`config.mk`:
```
export PLATFORM = sky130hd
export DESIGN_NAME = seg_display_decoder
export DESIGN_NICKNAME = d
export VERILOG_FILES = /design/src/rtl/seg_display_decoder.sv
export SDC_FILE = /design/constraint.sdc
export NUM_CORES = 1
export LEC_CHECK = 0
export ABC_AREA = 1
export BUFFER_PORTS_ARGS = -buffer_cell sky130_fd_sc_hd__buf_2
export CAP_MARGIN = 15
export CORE_ASPECT_RATIO = 1.1
export CORE_MARGIN = 1.5
export CORE_UTILIZATION = 55
export CTS_CLUSTER_SIZE = 25
export DETAILED_ROUTE_END_ITERATION = 7
export PLACE_DENSITY_LB_ADDON = 0.25
export SLEW_MARGIN = 20
export SYNTH_ARGS = -nofsm -noshare
export SYNTH_HDL_FRONTEND = slang
export SYNTH_SLANG_ARGS = --single-unit
export TNS_END_PERCENT = 20
```
`constraint.sdc`:
```
create_clock -name clk -period 5.45 [get_ports clk]
set_clock_uncertainty 0.2 [all_clocks]
set_input_delay 0.545 -clock clk [delete_from_list [all_inputs] [get_ports clk]]
set_output_delay 0.545 -clock clk [all_outputs]
set_load 0.005 [all_outputs]
```
`src/rtl/seg_display_decoder.sv`:
```
// Two-digit multiplexed 7-segment bus monitor.
// Rebuilds the displayed value and flags illegal segment patterns.
module seg_display_decoder #(
  parameter int unsigned SETTLE_CYCLES = 2,
  parameter int unsigned STABLE_FRAMES = 4
) (
  input  logic       clk,
  input  logic       res_n,
  input  logic [7:0] digit_seg,
  input  logic [1:0] digit_con,
  output logic [3:0] tens,
  output logic [3:0] ones,
  output logic [6:0] value,
  output logic       valid,
  output logic       update,
  output logic       seg_err,
  output logic [7:0] err_count
);

  localparam logic [3:0] SETTLE = 4'(SETTLE_CYCLES);
  localparam logic [3:0] STABLE = 4'(STABLE_FRAMES);

  typedef enum logic [1:0] {
    WAIT_T,
    SET_T,
    WAIT_O,
    SET_O
  } state_t;

  logic [6:0] seg_s1_q, seg_s2_q, seg_p_q;
  logic [1:0] con_s1_q, con_s2_q, con_p_q;
  logic [3:0] settle_q, settle_d;
  state_t     state_q, state_d;
  logic [3:0] cand_t_q, cand_t_d;
  logic [7:0] frame_q, frame_d;
  logic [3:0] match_q, match_d;
  logic [3:0] tens_q, tens_d, ones_q, ones_d;
  logic [6:0] value_q, value_d;
  logic       valid_q, valid_d, update_q, update_d;
  logic       err_q, err_d;
  logic [7:0] errcnt_q, errcnt_d;

  logic       changed, sample, dig_ok, bad;
  logic [3:0] dig;
  logic [7:0] frame_new;

  // {legal, digit}; dp is already stripped
  function automatic logic [4:0] decode(input logic [6:0] s);
    case (s)
      7'b1111110: decode = {1'b1, 4'd0};
      7'b0110000: decode = {1'b1, 4'd1};
      7'b1101101: decode = {1'b1, 4'd2};
      7'b1111001: decode = {1'b1, 4'd3};
      7'b0110011: decode = {1'b1, 4'd4};
      7'b1011011: decode = {1'b1, 4'd5};
      7'b1011111: decode = {1'b1, 4'd6};
      7'b1110000: decode = {1'b1, 4'd7};
      7'b1111111: decode = {1'b1, 4'd8};
      7'b1111011: decode = {1'b1, 4'd9};
      default:    decode = {1'b0, 4'd0};
    endcase
  endfunction

  always_comb begin
    changed  = (seg_s2_q != seg_p_q) || (con_s2_q != con_p_q);
    settle_d = changed ? 4'd0 :
               (settle_q == SETTLE) ? settle_q : settle_q + 4'd1;
    sample   = !changed && (settle_q == SETTLE - 4'd1);
    {dig_ok, dig} = decode(seg_s2_q);
    frame_new = {cand_t_q, dig};

    state_d  = state_q;
    cand_t_d = cand_t_q;
    frame_d  = frame_q;
    match_d  = match_q;
    tens_d   = tens_q;
    ones_d   = ones_q;
    value_d  = value_q;
    valid_d  = valid_q;
    update_d = 1'b0;
    err_d    = 1'b0;
    errcnt_d = errcnt_q;
    bad      = 1'b0;

    unique case (state_q)
      WAIT_T: if (con_s2_q == 2'b10) state_d = SET_T;
      SET_T: begin
        if (con_s2_q != 2'b10) begin
          state_d = WAIT_T;
        end else if (sample) begin
          if (dig_ok) begin
            cand_t_d = dig;
            state_d  = WAIT_O;
          end else begin
            bad = 1'b1;
          end
        end
      end
      WAIT_O: begin
        if (con_s2_q == 2'b01) state_d = SET_O;
        else if (con_s2_q != 2'b10) state_d = WAIT_T;
      end
      SET_O: begin
        if (con_s2_q != 2'b01) begin
          state_d = WAIT_T;
        end else if (sample) begin
          state_d = WAIT_T;
          if (!dig_ok) begin
            bad = 1'b1;
          end else begin
            if (frame_new == frame_q) begin
              match_d = (match_q == STABLE) ? match_q : match_q + 4'd1;
            end else begin
              frame_d = frame_new;
              match_d = 4'd1;
            end
            if (match_d == STABLE) begin
              tens_d   = cand_t_q;
              ones_d   = dig;
              value_d  = 7'(cand_t_q) * 7'd10 + 7'(dig);
              valid_d  = 1'b1;
              update_d = !valid_q || ({tens_q, ones_q} != frame_new);
            end
          end
        end
      end
      default: state_d = WAIT_T;
    endcase

    if (bad) begin
      state_d  = WAIT_T;
      match_d  = 4'd0;
      err_d    = 1'b1;
      errcnt_d = (errcnt_q == 8'hFF) ? errcnt_q : errcnt_q + 8'd1;
    end
  end

  always_ff @(posedge clk or negedge res_n) begin
    if (!res_n) begin
      seg_s1_q <= '0;
      seg_s2_q <= '0;
      seg_p_q  <= '0;
      con_s1_q <= '0;
      con_s2_q <= '0;
      con_p_q  <= '0;
      settle_q <= '0;
      state_q  <= WAIT_T;
      cand_t_q <= '0;
      frame_q  <= '0;
      match_q  <= '0;
      tens_q   <= '0;
      ones_q   <= '0;
      value_q  <= '0;
      valid_q  <= 1'b0;
      update_q <= 1'b0;
      err_q    <= 1'b0;
      errcnt_q <= '0;
    end else begin
      seg_s1_q <= digit_seg[7:1];
      seg_s2_q <= seg_s1_q;
      seg_p_q  <= seg_s2_q;
      con_s1_q <= digit_con;
      con_s2_q <= con_s1_q;
      con_p_q  <= con_s2_q;
      settle_q <= settle_d;
      state_q  <= state_d;
      cand_t_q <= cand_t_d;
      frame_q  <= frame_d;
      match_q  <= match_d;
      tens_q   <= tens_d;
      ones_q   <= ones_d;
      value_q  <= value_d;
      valid_q  <= valid_d;
      update_q <= update_d;
      err_q    <= err_d;
      errcnt_q <= errcnt_d;
    end
  end

  assign tens      = tens_q;
  assign ones      = ones_q;
  assign value     = value_q;
  assign valid     = valid_q;
  assign update    = update_q;
  assign seg_err   = err_q;
  assign err_count = errcnt_q;

endmodule

```
==> results.py <==
metrics = {
    "sta": {
        "clock.fmax_mhz": 361.9,
        "fin_crit_ps": 2763,
        "tns_ps": 0,
        "tightest_slew_ps": 908.6,
        "min_period_over_period": 0.5070,
        "setup_viol": 0,
        "relSlewSlack": 0.3942,
        "slew_viol_final": 0,
        "holdWs_ps": 90.54,
        "hold_viol": 0,
        "rsz0062_at_grt": "false",
        "fin_ws_ps": 2687,
    },
    "worst_setup_path": {
        "end_kind": "flop",
        "required_ps": 5510,
        "path_max_fanout": 29,
        "crit_type": "reg2reg",
        "worstPathCellList": "nand2_2, nor2_4, nand2_2, nand2_1, nand2_1, nor2_1, nand2_1, nor2_2, nand3_2, nor2_2, nand3_2, o21ai_0",
        "cp_num_buf_inv": 0,
        "cp_slowest_cell": "dfrtp_1",
        "critPathLaunchType": "flop",
        "slowest_delay_ps": 520,
        "cp.arrival_ps": 2820,
        "cpLargestDelayFamily": "simple AND/OR/NAND/NOR gates",
        "path_common_cell": "nand2_1",
        "cp_num_cells": 12,
        "rr_worst_depth": 12,
    },
    "synthesis": {
        "seq_area_frac_synth": 0.4988,
        "ys_warn_count": 0,
        "synth_edf_count": 0,
        "syn_nets": 456,
        "synth-main-ff-cell": "dfrtp_1",
        "synth.top_cell.area_share": 0.4988,
        "yosysMostFrequentCell": "nand2_1",
        "yosys.area_share.simple": 0.2380,
        "avgSynthCellArea_um2": 8.633,
        "synthAdderAreaFrac": 0.05123,
        "synthCells": 430,
        "netlist_area_um2": 3712,
        "synth_top_family_by_area": "simple AND/OR/NAND/NOR gates",
        "muxShareOfSynthArea": 0,
        "synth.area.top_cells": "dfrtp_1, nand2_1, inv_1",
        "synth_cell_types": 30,
        "async_reset_ff_frac": 1.000,
        "synth_top_area_cell": "dfrtp_1",
        "synth_seq_cells": 74,
        "synth_common_cells": "nand2_1, dfrtp_1, inv_1, nor2_1, o21ai_0",
        "synth_compound_area_frac": 0.06842,
        "synth-xor-area-share": 0.06606,
    },
    "clocking": {
        "cts_resized": 0,
        "cts_tree": "yes",
        "postCtsHoldBufs": 0,
        "clk_latency_ps": 350,
        "cts_setup_buffers": 0,
        "cts_made_buffers": 9,
        "htree_levels": 3,
        "cts.clk_slew.worst_paths_ps": 80,
        "clkSinkCount": 74,
        "cts-root-buf": "clkbuf_8",
        "cts_buffer_depth": 2,
    },
    "die": {
        "ios": 38,
        "fp-row-count": 31,
        "core-area_um2": 6555,
        "chipHeight_um": 89.17,
        "dieArea_um2": 7252,
        "initial_core_util": 0.5663,
        "dieWidth_um": 81.33,
    },
    "final_layout": {
        "fillers": 547,
        "drive_above_1_share": 0.1646,
        "fin_nets": 495,
        "seqCellArea_um2": 1852,
        "area_delta_synth_final_pct": 11.49,
        "finalNonFillerCells": 556,
        "final_core_util": 0.6314,
        "diodes": 0,
        "multi_input_area_um2": 1573,
    },
    "power": {
        "power_density_nw_per_um2": 264.0,
        "p_leak_uw": 0.002170,
        "irDropWorstVdd_uv": 194.1,
    },
    "min_path": {
        "hp-class": "in2reg",
        "hold_depth": 1,
    },
    "routing": {
        "vias": 2793,
        "vias_per_cell": 5.023,
        "drc": 0,
        "wl_per_cell_um": 12.04,
        "drt_first_pass_iters": 4,
        "ant_nets": 0,
        "initialDrtViolationCount": 222,
        "drt_wl_total_um": 6694,
    },
    "placement": {
        "place_congestion": 0.8677,
        "dp.cells": 540,
        "dp_hpwl_um": 4810,
        "io_buffer_count": 36,
        "dp_slack_ps": 2694,
    },
    "flow_run": {
        "cap_violations": 0,
    },
    "outcome": {
        "status": "completed",
    },
    "global_route": {
        "grt_max_degree": 75,
        "met1_usage": 0.2405,
        "use_met2": 0.3711,
        "grt_pass1_vias": 2687,
        "gr-usage-met3": 0.05612,
        "grt_busiest_layer": "met2",
        "track_usage": 0.2107,
        "antenna_found_initial": 0,
        "grt_pass1_wl_um": 11410,
        "grt-ovfl-total": 0,
    },
}
-- final cells by class --
cell class	count	area share
clock buffers	10	0.03325
well taps	82	0.02479
inverters	60	0.05441
repair buffers	36	0.04414
multi-input cells	288	0.3800
flip-flops and latches	74	0.4474
clock inverters	6	0.01602
-- metal layers --
metal  routed length [um]  up-vias  share of wire
li1                     -     1421              -
met1                 3015     1318           0.45
met2                 3329       41           0.50
met3                  222       13          0.033
met4                  126        0          0.019
met5                    0        -              0
-- per-stage QoR --
step | cell area, um^2 | power (uW)
finish | 4139 | 1093
global route | 4139 | 1138
CTS | 4139 | 1107
detailed placement | 3935 | 669.7
global placement | 3935 | 666.0
floorplan | 3712 | 644.1
-- cells by family (layout without fill, tap and decap cells) --
kind of cell	Yosys count	count (layout)
compound gates	44	44
xor+xnor	28	28
fa+ha+maj	14	14
buf+inv	68	112
flops	74	74
simple gates	202	202
-- power breakdown --
group	internal (uW)	switching (uW)	total (uW)	leakage, uW
clock	225	210	434	0.000106
combinational	27.6	50.1	77.7	0.00109
sequential	566	14.8	581	0.000970
total	818	275	1090	0.00217
-- flip-flops by register name, indices dropped and copies added (netlist names) --
name,count
seg_p_q,7
valid,1
tens,4
err_count,8
con_s1_q,2
value,6
con_p_q,2
cand_t_q,4
con_s2_q,2
seg_err,1
update,1
state_q,2
seg_s1_q,7
seg_s2_q,7
ones,4
match_q,4
settle_q,4
frame_q,8
-- cell usage in the layout, fill, tap and decap left out, drive strengths merged --
cell / instances
o22ai: 4
bufinv: 1
fa: 2
a21oi: 2
xnor2: 15
clkinv: 5
nor3: 4
nand3: 26
ha: 12
nand4: 6
buf: 36
dfrtp: 74
xor2: 13
nor4: 1
o211ai: 1
inv: 60
o21ai: 34
o21a: 1
nand2: 118
clkbuf: 10
nor2: 45
nand3b: 2
a31oi: 1
o2111ai: 1
-- worst register-to-register path, stage by stage (launching register included) --
cell and delay [ps]:
dfrtp_1 520, nand2_2 120, nor2_4 170, nand2_2 150, nand2_1 90, nand2_1 50, nor2_1 120, nand2_1 80
nor2_2 130, nand3_2 120, nor2_2 140, nand3_2 440, o21ai_0 330
-- final timing paths --
kind,start,endpoint,slack [ps]
max,seg_s2_q[4]$_DFF_PN0_,value[4]$_DFFE_PN0P_,2690
min reg2reg,con_s1_q[1]$_DFF_PN0_,con_s2_q[1]$_DFF_PN0_,150
max reg2reg,seg_s2_q[4]$_DFF_PN0_,value[4]$_DFFE_PN0P_,2690
max in group asynchronous,res_n,seg_s2_q[3]$_DFF_PN0_,4350
min,digit_con[1],con_s1_q[1]$_DFF_PN0_,90
min in group asynchronous,res_n,seg_p_q[0]$_DFF_PN0_,130
Power figures use the tool's default switching activity.
